`config.mk`:
```
export PLATFORM = sky130hd
export DESIGN_NAME = melody_sequencer
export DESIGN_NICKNAME = d
export VERILOG_FILES = /design/src/rtl/melody_sequencer_pkg.sv /design/src/rtl/melody_sequencer_tone_core.sv /design/src/rtl/melody_sequencer.sv
export SDC_FILE = /design/constraint.sdc
export NUM_CORES = 1
export LEC_CHECK = 0
export ABC_AREA = 1
export BUFFER_PORTS_ARGS = -buffer_cell sky130_fd_sc_hd__buf_2
export CAP_MARGIN = 20
export CORE_MARGIN = 1.5
export CORE_UTILIZATION = 35
export CTS_BUF_LIST = sky130_fd_sc_hd__clkbuf_4 sky130_fd_sc_hd__clkbuf_8
export DETAILED_ROUTE_END_ITERATION = 10
export PLACE_DENSITY = 0.6
export SLEW_MARGIN = 0
export SYNTH_ARGS = -nofsm -noshare
export SYNTH_HDL_FRONTEND = slang
export SYNTH_SLANG_ARGS = --single-unit
```
`constraint.sdc`:
```
create_clock -name clock -period 5.3 [get_ports clock]
set_input_delay 0.53 -clock clock [delete_from_list [all_inputs] [get_ports clock]]
set_output_delay 0.53 -clock clock [all_outputs]
set_load 0.03 [all_outputs]
```
`src/rtl/melody_sequencer_pkg.sv`:
```
// Shared types for the melody sequencer: FSM states and note table entry layout.
package melody_sequencer_pkg;

   localparam int unsigned HALF_PERIOD_W = 16;
   localparam int unsigned DURATION_W    = 8;
   localparam int unsigned ENTRY_W       = HALF_PERIOD_W + DURATION_W;

   typedef enum logic [2:0] {
      ST_IDLE,
      ST_LOAD,
      ST_PLAY,
      ST_GAP,
      ST_DONE
   } state_t;

   // Table entry: half_period in clock cycles (0 = rest), duration in ticks (0 = end marker)
   typedef struct packed {
      logic [HALF_PERIOD_W-1:0] half_period;
      logic [DURATION_W-1:0]    duration;
   } note_entry_t;

endpackage

```
`src/rtl/melody_sequencer_tone_core.sv`:
```
// Square-wave generator: toggles out every half_period cycles while enabled.
module tone_core
   import melody_sequencer_pkg::*;
(
   input  logic                     clock,
   input  logic                     reset_n,
   input  logic                     enable,
   input  logic                     restart,
   input  logic [HALF_PERIOD_W-1:0] half_period,
   output logic                     out
);

   logic [HALF_PERIOD_W-1:0] count;

   // Phase counter and output toggle; held at zero when disabled or restarted
   always_ff @(posedge clock or negedge reset_n) begin
      if (!reset_n) begin
         count <= '0;
         out   <= 1'b0;
      end else if (!enable || restart) begin
         count <= '0;
         out   <= 1'b0;
      end else if (count == half_period - HALF_PERIOD_W'(1)) begin
         count <= '0;
         out   <= ~out;
      end else begin
         count <= count + HALF_PERIOD_W'(1);
      end
   end

endmodule

```
`src/rtl/melody_sequencer.sv`:
```
// Note-table driven melody player: plays each entry for duration ticks, then a one-tick gap.
module melody_sequencer
   import melody_sequencer_pkg::*;
#(
   parameter int unsigned CLOCK_FREQUENCY = 12000000,
   parameter int unsigned TICK_HZ         = 100,
   parameter int unsigned SONG_LEN        = 16
) (
   input  logic                        clock,
   input  logic                        reset_n,
   input  logic                        start,
   input  logic                        stop,
   input  logic                        loop_en,
   input  logic                        wr_en,
   input  logic [$clog2(SONG_LEN)-1:0] wr_addr,
   input  logic [ENTRY_W-1:0]          wr_data,
   output logic                        busy,
   output logic                        done,
   output logic [$clog2(SONG_LEN)-1:0] note_index,
   output logic                        tone_en,
   output logic                        audio_out
);

   localparam int unsigned TICKS_PER_CYCLE = CLOCK_FREQUENCY / TICK_HZ;
   localparam int unsigned TICK_W = (TICKS_PER_CYCLE > 1) ? $clog2(TICKS_PER_CYCLE) : 1;
   localparam int unsigned IDX_W  = $clog2(SONG_LEN);

   state_t                   state;
   note_entry_t              note_table [SONG_LEN];
   logic [HALF_PERIOD_W-1:0] half_period_q;
   logic [DURATION_W-1:0]    dur_cnt;
   logic [TICK_W-1:0]        tick_cnt;

   note_entry_t entry_c;
   logic        tick_wrap_c;
   logic        last_c;
   logic        note_end_c;
   logic        tone_on_c;
   logic        restart_c;

   // Table write port, open only while idle; contents survive reset
   always_ff @(posedge clock) begin
      if (wr_en && state == ST_IDLE) begin
         note_table[wr_addr] <= note_entry_t'(wr_data);
      end
   end

   // Next-cycle tone enable so the tone core silences on the same edge tone_en drops
   always_comb begin
      entry_c     = note_table[note_index];
      tick_wrap_c = (tick_cnt == TICK_W'(TICKS_PER_CYCLE - 1));
      last_c      = (note_index == IDX_W'(SONG_LEN - 1));
      note_end_c  = (state == ST_PLAY) && tick_wrap_c && (dur_cnt == DURATION_W'(1));
      restart_c   = (state == ST_LOAD);
      tone_on_c   = !stop &&
                    (((state == ST_LOAD) && (entry_c.duration != '0) && (entry_c.half_period != '0)) ||
                     ((state == ST_PLAY) && tone_en && !note_end_c));
   end

   // Playback FSM with registered outputs
   always_ff @(posedge clock or negedge reset_n) begin
      if (!reset_n) begin
         state         <= ST_IDLE;
         busy          <= 1'b0;
         done          <= 1'b0;
         note_index    <= '0;
         tone_en       <= 1'b0;
         half_period_q <= '0;
         dur_cnt       <= '0;
         tick_cnt      <= '0;
      end else begin
         done    <= 1'b0;
         tone_en <= tone_on_c;
         if (state != ST_IDLE && stop) begin
            state    <= ST_IDLE;
            busy     <= 1'b0;
            dur_cnt  <= '0;
            tick_cnt <= '0;
         end else begin
            case (state)
               ST_IDLE: begin
                  if (start && !stop) begin
                     state      <= ST_LOAD;
                     busy       <= 1'b1;
                     note_index <= '0;
                  end
               end
               ST_LOAD: begin
                  if (entry_c.duration == '0) begin
                     // An end marker at entry 0 never loops, avoiding an empty infinite song
                     if (loop_en && note_index != '0) begin
                        state      <= ST_LOAD;
                        note_index <= '0;
                     end else begin
                        state <= ST_DONE;
                        done  <= 1'b1;
                     end
                  end else begin
                     half_period_q <= entry_c.half_period;
                     dur_cnt       <= entry_c.duration;
                     tick_cnt      <= '0;
                     state         <= ST_PLAY;
                  end
               end
               ST_PLAY: begin
                  if (tick_wrap_c) begin
                     tick_cnt <= '0;
                     if (dur_cnt == DURATION_W'(1)) begin
                        state <= ST_GAP;
                     end else begin
                        dur_cnt <= dur_cnt - DURATION_W'(1);
                     end
                  end else begin
                     tick_cnt <= tick_cnt + TICK_W'(1);
                  end
               end
               ST_GAP: begin
                  if (tick_wrap_c) begin
                     tick_cnt <= '0;
                     if (!last_c) begin
                        state      <= ST_LOAD;
                        note_index <= note_index + IDX_W'(1);
                     end else if (loop_en) begin
                        state      <= ST_LOAD;
                        note_index <= '0;
                     end else begin
                        state <= ST_DONE;
                        done  <= 1'b1;
                     end
                  end else begin
                     tick_cnt <= tick_cnt + TICK_W'(1);
                  end
               end
               ST_DONE: begin
                  state <= ST_IDLE;
                  busy  <= 1'b0;
               end
               default: begin
                  state <= ST_IDLE;
                  busy  <= 1'b0;
               end
            endcase
         end
      end
   end

   tone_core u_tone_core (
      .clock       (clock),
      .reset_n     (reset_n),
      .enable      (tone_on_c),
      .restart     (restart_c),
      .half_period (half_period_q),
      .out         (audio_out)
   );

endmodule

```
# After elaboration in Yosys (flattened, before gate mapping)
# Memories as Yosys holds them, arrays and structs flattened.
# Cells that the tools add are included.
# W data, S select, Z words.
# classes
reduce_logical	34
eq_ne	19
mux	42
bitwise	3
n_addsub	5
# op_table
operator	count
$mux W17	3
$pmux W17 S2	1
$mux W16	2
$mux W8	4
$mux W3	9
$mux W4	6
$add A17 B1 Y17 const B	1
$eq A17 B17 Y1 const B	1
$add A16 B1 Y16 const B	1
$eq A16 B16 Y1	1
$pmux W8 S2	1
$reduce_bool A16 Y1	1
$sub A16 B1 Y16 const B	1
$mux W1	12
$pmux W3 S4	1
$pmux W4 S3	1
$reduce_bool A3 Y1	4
$logic_and A1 B1 Y1	11
$ne A3 B3 Y1 const B	3
$eq A8 B1 Y1 const B	1
$logic_not A8 Y1	1
$reduce_and A4 Y1	2
$reduce_bool A8 Y1	1
$sub A8 B1 Y8 const B	1
other kinds (20)	33
# word_totals
register_bits	68
memories	1
ramBits	384
inputBits	34
elab_cells	114
out_inout_bits	8
# mem_list
name	words	width	rd	rd_ports_with_merged_regs	write_ports	line_no	rtl
note_table	16	24	1	0	1	melody_sequencer.sv:29	note_entry_t note_table [SONG_LEN];

# Logic depth before layout (Yosys ltp)
# Gate-level depths: netlist of the first run.
# depth
depth_word	10
depth_mapped	18
ltp_nobuf	15

# Modules after synthesis
# A second synthesis of the first run with hierarchy kept.
# unflattened
cells_unflattened	2198
hier_area_um2	20843.7
# by_module_without_submodules
mod	seq_area_each_um2	cells_per_inst	area_per_inst_um2	instances
melody_sequencer	12807.3	1963	19251.0	1
tone_core	425.4	235	1592.8	1

# Worst setup path before layout of the first run
# No wires, ideal clock.
# synth_timing
kind	reg-to-reg
start	reg note_index[0]
end	reg note_index[2]
synth_period_minus_slack_ns	2.346
t_required_ns	5.183
stages_incl_launch_ff	15
setup_ns	0.117
arrival_ns	2.229
n_path_buf	4
slack_ns	2.954
cell_sequence	dfrtp_1 > inv_2 > buf_2 > buf_6 > buf_2 > buf_2 > ha_1 > nand2_1 > nand2_1 > nand2_1 > nand3_1 > a21oi_1 > nand2_1 > nand2_1 > nand2_1
# synth_between
elab_chain_cells	4
elab_cells_between_ends	13
classes_between	1 x add/sub; 4 x eq/ne; 3 x mux; 4 x reduce/logical; 1 x memory
# synth_rtl
item	line_no	rtl
from (decl)	melody_sequencer.sv:19	output logic [$clog2(SONG_LEN)-1:0] note_index,
from (signal assigned)	melody_sequencer.sv:122	note_index <= note_index + IDX_W'(1);
$mem_v2 Z16 W24 (tied with other cells)	-	
$logic_not A8 Y1 (tied with other cells)	melody_sequencer.sv:89	if (entry_c.duration == '0) begin
$ne A2 B2 Y1 (no source line) or $mux W4 (tied branches)	-	
$reduce_and A7 Y1 (no source line) or $pmux W4 S3 (tied branches)	-	
# Parallel ways exist; a longest one is shown, timed or not. The select of a mux whose other input is x is not followed.
# A chain may end at the register's enable or synchronous reset.

# Worst setup path in the final report of the first run
# layout_timing
start	reg note_index[1]
end	reg tone_en
# layout_between
elab_chain_cells	6
elab_cells_between_ends	7
classes_between	6 x reduce/logical; 1 x memory
# layout_rtl
item	line_no	rtl
$mem_v2 Z16 W24 (*)	-	
$reduce_bool A8 Y1	melody_sequencer.sv:56	(((state == ST_LOAD) && (entry_c.duration != '0) && (entry_c.half_period != '0)) ||
$logic_and A1 B1 Y1	melody_sequencer.sv:56	
$logic_and A1 B1 Y1 (*)	melody_sequencer.sv:56	
$logic_or A1 B1 Y1 (*)	melody_sequencer.sv:56	
$logic_and A1 B1 Y1 (*)	melody_sequencer.sv:55	tone_on_c = !stop &&
named net tone_on_c	melody_sequencer.sv:38	logic tone_on_c;
to (signal assigned)	melody_sequencer.sv:73	tone_en <= tone_on_c;
to (decl)	melody_sequencer.sv:20	output logic tone_en,
# Mark *: on every way through the listed nets, which the timed path passes. The rest lies on a longest branch.

==> results.py, run 1 <==
metrics = {
    "setup_path": {
        "path_cells": "inv_2, nand3_1, nand3_1, nand2_1, nor2_1, nor2_1, nand2_1, nor2_4, nand2_2, nand2_4, inv_2, nand2_1, nand2_1",
        "critPathKind": "flip-flop to flip-flop",
        "startpoint_type": "flip-flop",
        "worst_path_most_repeated_cell": "nand2_1",
        "crit_arrival_ps": 3970,
        "cpPeakStageDelay_ps": 1000,
        "cp.required_ps": 5820,
        "cp-end-kind": "flip-flop",
        "cpMaxStageDelayCell": "dfrtp_4",
        "cp_num_buf_inv": 2,
        "critPathTopFamily": "simple AND/OR/NAND/NOR gates",
        "crit_fanout": 77,
        "reg2reg_slack_ps": 1850,
    },
    "sta": {
        "finClkSkew_ps": 26.3,
        "drv_slew": 0,
        "fin_worst_hold_slack_ps": 117,
        "tightest_slew_ps": 1110,
        "setup_viol": 0,
        "rsz0062_at_grt": "false",
        "fin_crit_ps": 3450,
        "max-slew-margin-rel_pct": 25.9,
        "fin_ws_ps": 1850,
        "max_freq_mhz": 290,
        "hold_viol_final": 0,
        "setup_tns_ps": 0,
        "period_share_pct": 65.0,
    },
    "synth": {
        "yosysSeqAreaShare_pct": 66.8,
        "synth_area_sq_um": 19800,
        "syn_nets": 1963,
        "synth_seq_cells": 452,
        "synthTopCellsByCount": "nand2_1, nor2_1, edfxtp_1",
        "postSynthCellCount": 1922,
        "synth_top_area_share_pct": 58.2,
        "synth.area.top_cells": "edfxtp_1, dfrtp_1, nand2_1",
        "synth_flop_cell": "edfxtp_1",
        "syn_area_per_cell_sq_um": 10.3,
        "synth_warnings": 0,
        "yosysMostFrequentCell": "nand2_1",
        "async_flop_share_pct": 15.0,
        "synth_cell_types": 36,
        "yosysTopAreaCell": "edfxtp_1",
        "synth_enable_flop_cells": 384,
    },
    "detailed_routing": {
        "drtPass1Iterations": 5,
        "drtAntennaViolNets": 0,
        "wl_microns": 47900,
        "vias_per_cell": 4.88,
        "vias": 13600,
        "drt_iter0_drc": 1160,
        "wire_per_inst_microns": 17.2,
        "drc": 0,
    },
    "placed_design": {
        "globalplace.congestion": 0.816,
        "place_ws_ps": 1820,
        "io_buffers": 41,
        "place_hpwl_microns": 26600,
    },
    "clock_tree": {
        "cts.clk_slew.worst_paths_ps": 60,
        "clock-sinks": 452,
        "post-cts-setup-buffers": 0,
        "clock_latency_ps": 640,
        "cts_tree": "yes",
        "numCtsBuffers": 76,
        "cts_root_buf": "clkbuf_8",
        "htree_levels": 3,
        "clockBufferDepth": 3,
        "cts-hold-fix-buffers": 0,
        "ctsResizeCount": 0,
    },
    "floorplan": {
        "die_h_microns": 241,
        "die_area_sq_um": 58000,
        "fp.coreArea_sq_um": 56200,
        "start_util_pct": 35.3,
        "row_count": 87,
        "die_w_microns": 241,
        "ios": 42,
    },
    "grt": {
        "grt.total_usage_pct": 16.9,
        "first_global_vias": 13100,
        "grt_overflow": 0,
        "antenna_found_initial": 3,
        "grt_pass1_wl_microns": 74800,
        "grt_max_degree": 147,
    },
    "pwr": {
        "p_leak_nw": 8.37,
        "pwr-share-comb_pct": 24.2,
        "power_frac_seq_pct": 44.1,
        "intPower_mw": 6.45,
        "powerDensity_nw_per_um2": 434,
        "power_switching_mw": 3.23,
        "p_clk_share_pct": 31.7,
        "swShare_pct": 33.3,
        "p_total_mw": 9.68,
        "ir_worst_vdd_uv": 269,
    },
    "final_layout": {
        "layout-drive-gt1-share_pct": 10.3,
        "utilization_pct": 39.7,
        "num-fill-cells": 5441,
        "syn2layout_area_growth_pct": 12.7,
        "nNetsFinal": 2015,
    },
    "job": {
        "cap_viol_max_count": 0,
    },
    "status": {
        "status": "finished, final reports clean",
    },
    "hold_path": {
        "min_path_type": "input pin to async pin",
    },
}
-- through the flow --
step           cells  area (sq um)
6_report        2786         22300
5_1_grt         2785         22300
4_1_cts         2782         22300
3_3_place_gp    2649         20800
3_5_place_dp    2650         20800
2_1_floorplan   1922         19800
-- cells by family after synthesis --
kind of cell / share of synthesized area [%]
buf+inv: 4.35
xor+xnor: 1.89
fa+ha+maj: 0.442
compound gates: 6.68
simple gates: 19.8
flops: 66.8
-- placed cells by master, fill, tap and decap left out, types with 2 or more instances in the layout --
master,Yosys,final
dfrtp_4,0,2
clkinv_1,1,16
dfrtp_1,68,66
inv_2,3,2
nor4_1,4,4
a21oi_1,16,16
o22ai_1,6,6
buf_2,32,41
nand2_1,412,412
clkinv_2,0,8
xnor2_1,19,19
diode_2,0,2
nand4_1,15,15
clkbuf_4,0,24
ha_1,7,7
nor2_1,408,390
nand3_1,94,94
inv_1,115,115
nand2_4,2,2
buf_4,8,11
edfxtp_1,384,384
or2_2,6,6
o211ai_1,26,26
xor2_1,21,21
nor2_4,2,18
o21ai_0,178,178
nor3b_1,2,2
nor2_2,0,2
buf_12,0,4
clkinvlp_4,0,3
o21ai_1,19,19
bufinv_16,0,3
nand3b_1,3,3
nor3_1,22,22
clkbuf_8,0,79
-- per-layer routing --
metal / wire length (microns) / global-route usage [%] / up-vias / part of all wire, %
met5: 9 / 0 / - / 0.019
met4: 1120 / 6.38 / 2 / 2.3
met3: 2870 / 3.52 / 83 / 6.0
met2: 22700 / 27.7 / 328 / 47
met1: 21200 / 22.0 / 6597 / 44
li1: - / - / 6590 / -
-- registers in the layout (all words and copies together), names as in the netlist --
signal             count
u_tone_core.count     16
dur_cnt                8
done                   1
busy                   1
state                  3
tone_en                1
note_table           384
tick_cnt              17
u_tone_core.out        1
half_period_q         16
note_index             4
-- final cells by class --
cell class | count | area (sq um) | share of cell area [%]
Sequential cell | 452 | 13200 | 59.3
Timing Repair Buffer | 56 | 368 | 1.65
Clock buffer | 103 | 1270 | 5.68
Inverter | 119 | 449 | 2.01
Antenna cell | 2 | 5.00 | 0.0224
Multi-Input combinational cell | 1269 | 5840 | 26.2
Clock inverter | 29 | 209 | 0.936
Tap cell | 756 | 946 | 4.24
-- power by group through the flow --
stage                     clock, mW  sequential (mW)  combinational (mW)
after detailed placement          0             4.34                2.34
after global placement            0             4.34                2.31
after global routing           3.28             4.30                2.70
after floorplan                   0             4.22                1.86
final                          3.07             4.27                2.34
after CTS                      3.13             4.27                2.36
-- path summary, 6_finish.rpt --
kind | from | to | depth (start not counted)
worst min register to register | dur_cnt[7] | dur_cnt[7] | 2
worst max-delay path | note_index[1] | tone_en | 13
max in group asynchronous | reset_n | note_index[1] | 2
min in group clock | wr_data[12] | note_table[8][12] | 1
worst max register to register | note_index[1] | tone_en | 13
worst min-delay path | reset_n | dur_cnt[5] | 2
Power figures use the tool's default switching activity.
==> run 2, diff against run 1 <==
ABC_AREA = 0   (was 1)
clock period = 3.5 ns   (was 5.3 ns; I/O delays follow)
==> run 2 against run 1 <==
Effect of this change:
- setup slack lost 1700 ps
- design area shrank 2.9%
- global-route usage is 1.2 points lower
- sequential share of layout area grew 1.8 points
- critical endpoint is now state[0]
==> results.py, run 2 <==
metrics = {
    "final_layout": {
        "finalNonFillerCells": 1919,
        "mostFrequentLayoutCells": "edfxtp_1, mux4_2, clkbuf_8, dfrtp_1, nor2_1",
        "nNetsFinal": 1218,
        "layout-drive-gt1-share_pct": 29.1,
        "syn2layout_area_growth_pct": 16.3,
        "largest_register_ffs": 384,
        "design_area_sq_um": 21700,
        "n_antenna_cell": 0,
        "num-fill-cells": 4628,
        "regMostFlops": "note_table",
        "layout_commonest_cell": "edfxtp_1",
        "reg_top3": "note_table: 384 flops, tick_cnt: 17 flops",
        "utilization_pct": 41.2,
    },
    "floorplan": {
        "die_h_microns": 234,
        "die_area_sq_um": 54700,
        "fp.coreArea_sq_um": 52700,
        "row_count": 84,
        "ios": 42,
        "die_w_microns": 234,
        "start_util_pct": 35.4,
    },
    "detailed_routing": {
        "vias_per_cell": 5.20,
        "drtPass1Iterations": 7,
        "drtAntennaViolNets": 0,
        "vias": 9971,
        "drc": 0,
        "wire_per_inst_microns": 21.8,
        "wl_microns": 41800,
        "drt_iter0_drc": 948,
    },
    "clock_tree": {
        "cts.clk_slew.worst_paths_ps": 70,
        "htree_levels": 3,
        "cts_tree": "yes",
        "cts_root_buf": "clkbuf_8",
        "clock-sinks": 452,
        "clockBufferDepth": 3,
        "numCtsBuffers": 74,
        "clock_latency_ps": 640,
    },
    "setup_path": {
        "startpoint_type": "flip-flop",
        "r2r.worst_path.cells": 8,
        "critPathKind": "flip-flop to flip-flop",
        "cp.required_ps": 4040,
        "cp-end-kind": "flip-flop",
        "cpPeakStageDelay_ps": 580,
        "crit_arrival_ps": 3920,
        "cpMaxStageDelayCell": "dfrtp_4",
        "crit_fanout": 14,
        "path_cells": "mux4_2, a22oi_1, nand3_1, or4_4, nor4_4, buf_4, or3b_1, a41oi_1",
    },
    "sta": {
        "drv_slew": 0,
        "fin_ws_ps": 122,
        "finClkSkew_ps": 25.7,
        "tightest_slew_ps": 794,
        "setup_tns_ps": 0,
        "setup_viol": 0,
        "hold_viol_final": 0,
        "fin_worst_hold_slack_ps": 95.7,
        "rsz0062_at_grt": "false",
        "max-slew-margin-rel_pct": 47.1,
        "max_freq_mhz": 296,
        "fin_crit_ps": 3380,
        "period_share_pct": 96.5,
    },
    "synth": {
        "yosysTopAreaCell": "edfxtp_1",
        "synthTopCellsByCount": "edfxtp_1, mux4_2, dfrtp_1",
        "yosysMostFrequentCell": "edfxtp_1",
        "yosysSeqAreaShare_pct": 71.0,
        "synth_area_sq_um": 18600,
        "synth.area.top_cells": "edfxtp_1, mux4_2, dfrtp_1",
        "synth_top_area_share_pct": 61.8,
        "synth_warnings": 0,
        "synth_seq_cells": 452,
        "synth_enable_flop_cells": 384,
        "async_flop_share_pct": 15.0,
        "synth_cell_types": 63,
        "postSynthCellCount": 1052,
        "syn_area_per_cell_sq_um": 17.7,
        "synth_flop_cell": "edfxtp_1",
        "syn_nets": 1093,
    },
    "placed_design": {
        "place_inst": 1780,
        "globalplace.congestion": 0.793,
        "placed_area_sq_um": 20100,
        "io_buffers": 41,
        "place_ws_ps": 94.4,
        "place_hpwl_microns": 24900,
    },
    "pwr": {
        "ir_worst_vdd_uv": 248,
        "p_leak_nw": 7.09,
        "p_total_mw": 12.4,
        "powerDensity_nw_per_um2": 571,
    },
    "job": {
        "cap_viol_max_count": 0,
    },
    "grt": {
        "grt_overflow": 0,
        "first_global_vias": 10100,
        "grt_max_degree": 41,
        "antenna_found_initial": 1,
        "grt_pass1_wl_microns": 63200,
        "grt.total_usage_pct": 15.7,
    },
    "status": {
        "status": "finished, final reports clean",
    },
    "hold_path": {
        "min_path_type": "input pin to flip-flop",
        "hold_depth": 1,
    },
}
run 2: cell count changes after synthesis, moves of 11 or more:
| cell | change |
|---|---|
| nand2_1 | -368 |
| nor2_1 | -346 |
| o21ai_0 | -160 |
| mux4_2 | +104 |
| inv_1 | -89 |
| nand3_1 | -62 |
| buf_2 | -25 |
| mux2i_1 | +19 |
| o211ai_1 | -19 |
| o21ai_1 | -18 |
| a31oi_1 | +11 |
run 2: cells by family (layout without fill, tap and decap cells):
logic type / after synthesis / after routing / synth area share [%]
AOI/OAI and AO/OA: 116 / 116 / 4.27
adders and majority gates: 7 / 7 / 0.470
and+or+nand+nor: 227 / 228 / 6.14
buffers and inverters: 74 / 252 / 1.62
muxes: 139 / 139 / 14.7
xor gates and xnor gates: 37 / 37 / 1.81
DFF: 452 / 452 / 71.0
run 2: area by class of cell:
type	instances	area (sq um)	share of cell area (%)
Sequential cell	452	13200	61.1
Multi-Input combinational cell	527	5240	24.2
Inverter	27	101	0.467
Tap cell	688	861	3.97
Clock buffer	98	1220	5.62
Timing Repair Buffer	95	790	3.64
Clock inverter	32	231	1.07
run 2: per-layer routing:
metal | up-vias | track usage [%] | part of all wire [%]
met3 | 67 | 2.98 | 5.1
met4 | 2 | 5.61 | 2.2
li1 | 4493 | - | -
met1 | 5164 | 20.6 | 43
met5 | - | 0 | 0.031
met2 | 245 | 26.0 | 50
run 2: path summary, 6_finish.rpt:
| path | startpoint | to | slack (ps) |
|---|---|---|---|
| max | note_index[0] | state[0] | 120 |
| min | wr_data[22] | note_table[5][22] | 100 |
| max reg2reg | note_index[0] | state[0] | 120 |
| min reg2reg | tick_cnt[14] | tick_cnt[14] | 510 |
| max in group asynchronous | reset_n | tick_cnt[16] | 2530 |
| min in group asynchronous | reset_n | u_tone_core.count[4] | 240 |
run 2: repair_timing:
item                                    4_1_cts  5_1_grt
endpoints found under the setup margin        0       18
endpoints found under the hold margin        23        0
hold buffers                                  2        0
buffers inserted                              0        6
gates resized for setup                       0        1
run 2: worst max-delay path, delay by kind of cell (launching register included):
kind,cells,cell delay (ps)
simple gates,4,1410
flops,1,580
buf+inv,1,230
mux,1,540
compound gates,2,500
run 2: power by group:
| group | switching [mW] | leakage (nW) | internal [mW] | total (mW) |
|---|---|---|---|---|
| logic | 0.776 | 1.96 | 0.727 | 1.50 |
| clock network | 2.06 | 0.768 | 2.49 | 4.55 |
| registers | 0.255 | 4.36 | 6.07 | 6.33 |
| total | 3.09 | 7.09 | 9.29 | 12.4 |
==> run 3, diff against run 2 <==
CTS_BUF_LIST = unset   (was sky130_fd_sc_hd__clkbuf_4 sky130_fd_sc_hd__clkbuf_8)
PLACE_DENSITY = 0.55   (was 0.6)
==> run 3 against run 2 <==
Effect of this change:
- setup slack improved by 26 ps
- global-route usage rose by 0.37 points
- maximum frequency rose by 0.79%
- design area rose by 0.76%
- worst hold slack got worse by 18 ps
- first-iteration DRC count fell by 27%
- critical path type unchanged
- largest cell class unchanged
- highest routed layer unchanged
==> results.py, run 3 (synthesis results as in run 2) <==
metrics = {
    "status": {
        "status": "finished, final reports clean",
    },
    "final_layout": {
        "regMostFlops": "note_table",
        "layout-drive-gt1-share_pct": 26.7,
        "nNetsFinal": 1193,
        "utilization_pct": 41.5,
        "n_antenna_cell": 0,
        "design_area_sq_um": 21800,
        "mostFrequentLayoutCells": "edfxtp_1, mux4_2, dfrtp_1, nor2_1, clkbuf_16",
        "largest_register_ffs": 384,
        "num-fill-cells": 4645,
        "layout_commonest_cell": "edfxtp_1",
        "reg_top3": "note_table: 384 flops, tick_cnt: 17 flops",
        "syn2layout_area_growth_pct": 17.2,
    },
    "detailed_routing": {
        "drc": 0,
        "drtPass1Iterations": 4,
        "drtAntennaViolNets": 0,
        "drt_iter0_drc": 689,
        "wl_microns": 42700,
        "vias_per_cell": 5.23,
        "wire_per_inst_microns": 22.7,
        "vias": 9816,
    },
    "grt": {
        "antenna_found_initial": 1,
        "first_global_vias": 10100,
        "grt_pass1_wl_microns": 64400,
        "grt.total_usage_pct": 16.0,
        "grt_overflow": 0,
        "grt_max_degree": 45,
    },
    "sta": {
        "setup_viol": 0,
        "setup_tns_ps": 0,
        "rsz0062_at_grt": "false",
        "period_share_pct": 95.8,
        "finClkSkew_ps": 28.8,
        "max-slew-margin-rel_pct": 46.9,
        "hold_viol_final": 0,
        "drv_slew": 0,
        "fin_crit_ps": 3350,
        "tightest_slew_ps": 797,
        "max_freq_mhz": 298,
        "fin_ws_ps": 148,
    },
    "clock_tree": {
        "ctsResizeCount": 0,
        "cts_root_buf": "clkbuf_16",
        "cts_tree": "yes",
        "htree_levels": 2,
        "clock-sinks": 452,
        "numCtsBuffers": 48,
        "clock_latency_ps": 610,
        "clockBufferDepth": 3,
        "cts.clk_slew.worst_paths_ps": 60,
    },
    "setup_path": {
        "r2r-end": "tick_cnt[8]",
        "cp.required_ps": 4000,
        "crit_arrival_ps": 3850,
        "reg2reg_slack_ps": 150,
        "crit_fanout": 35,
        "r2r_start": "note_index[1]",
        "startpoint_type": "flip-flop",
        "r2r.worst_path.cells": 8,
        "critPathKind": "flip-flop to flip-flop",
        "cp-end-kind": "flip-flop",
    },
    "hold_path": {
        "hold_start": "stop",
        "hold_depth": 2,
        "min_to": "state[1]",
        "min_path_type": "input pin to flip-flop",
    },
    "floorplan": {
        "row_count": 84,
        "die_area_sq_um": 54700,
        "fp.coreArea_sq_um": 52700,
        "start_util_pct": 35.4,
        "die_h_microns": 234,
        "ios": 42,
        "die_w_microns": 234,
    },
    "pwr": {
        "powerDensity_nw_per_um2": 595,
        "ir_worst_vdd_uv": 422,
        "p_total_mw": 13.0,
        "p_leak_nw": 7.11,
    },
    "placed_design": {
        "io_buffers": 41,
        "placed_area_sq_um": 20100,
        "place_ws_ps": 32.2,
        "globalplace.congestion": 0.781,
        "place_hpwl_microns": 26200,
    },
    "job": {
        "cap_viol_max_count": 0,
    },
}
==> run 3: area by class of cell <==
class	instances	area [sq um]	share of cell area, %
inverters	27	101	0.464
repair buffers	97	791	3.62
flip-flops and latches	452	13200	60.6
clock inverters	33	394	1.80
clock buffers	55	1230	5.62
well taps	688	861	3.94
multi-input cells	526	5230	23.9
==> run 3: metrics by stage <==
stage,hold slack [ps],cells
6_report,77.6,1878
5_1_grt,81.1,1878
2_1_floorplan,54.4,1052
4_1_cts,55.1,1871
3_3_place_gp,473,1782
3_5_place_dp,487,1782
==> run 3: metal layers <==
metal	share of wire [%]	GRT usage [%]	vias up
met5	0.040	0	-
met4	2.1	4.81	2
met3	4.2	2.75	70
met2	50	27.1	179
met1	44	21.3	5127
li1	-	-	4438
==> run 3: worst max-delay path: stages (launching register included) <==
cell     delay (ps)
dfrtp_4         750
mux4_2          380
a22oi_1         220
nand3_1         130
or4_4           580
nor4_4          500
buf_4           220
a21oi_2         190
a31oi_1         250
==> run 3: where the power goes <==
group,leakage (nW),total (mW),switching [mW],internal (mW)
Clock,0.787,5.17,2.12,3.05
Combinational,1.97,1.52,0.782,0.738
Sequential,4.35,6.31,0.239,6.07
==> run 3: how the worst max path moves through the flow <==
| stage | start | to | slack [ps] | cells past startpoint |
|---|---|---|---|---|
| final | note_index[1] | tick_cnt[8] | 150 | 8 |
| after floorplan | note_index[0] | tone_en | 8 | 9 |
| after CTS | note_index[0] | tick_cnt[8] | 8 | 8 |
| after detailed placement | note_index[0] | tick_cnt[8] | 30 | 8 |
| after global routing | note_index[1] | tick_cnt[8] | 4 | 8 |
| after global placement | note_index[0] | tick_cnt[16] | 70 | 8 |
==> run 3: what timing repair did <==
action,in CTS,in global routing
endpoints found under the hold margin,31,0
hold buffers,1,0
buffers inserted,0,7
endpoints found under the setup margin,0,39
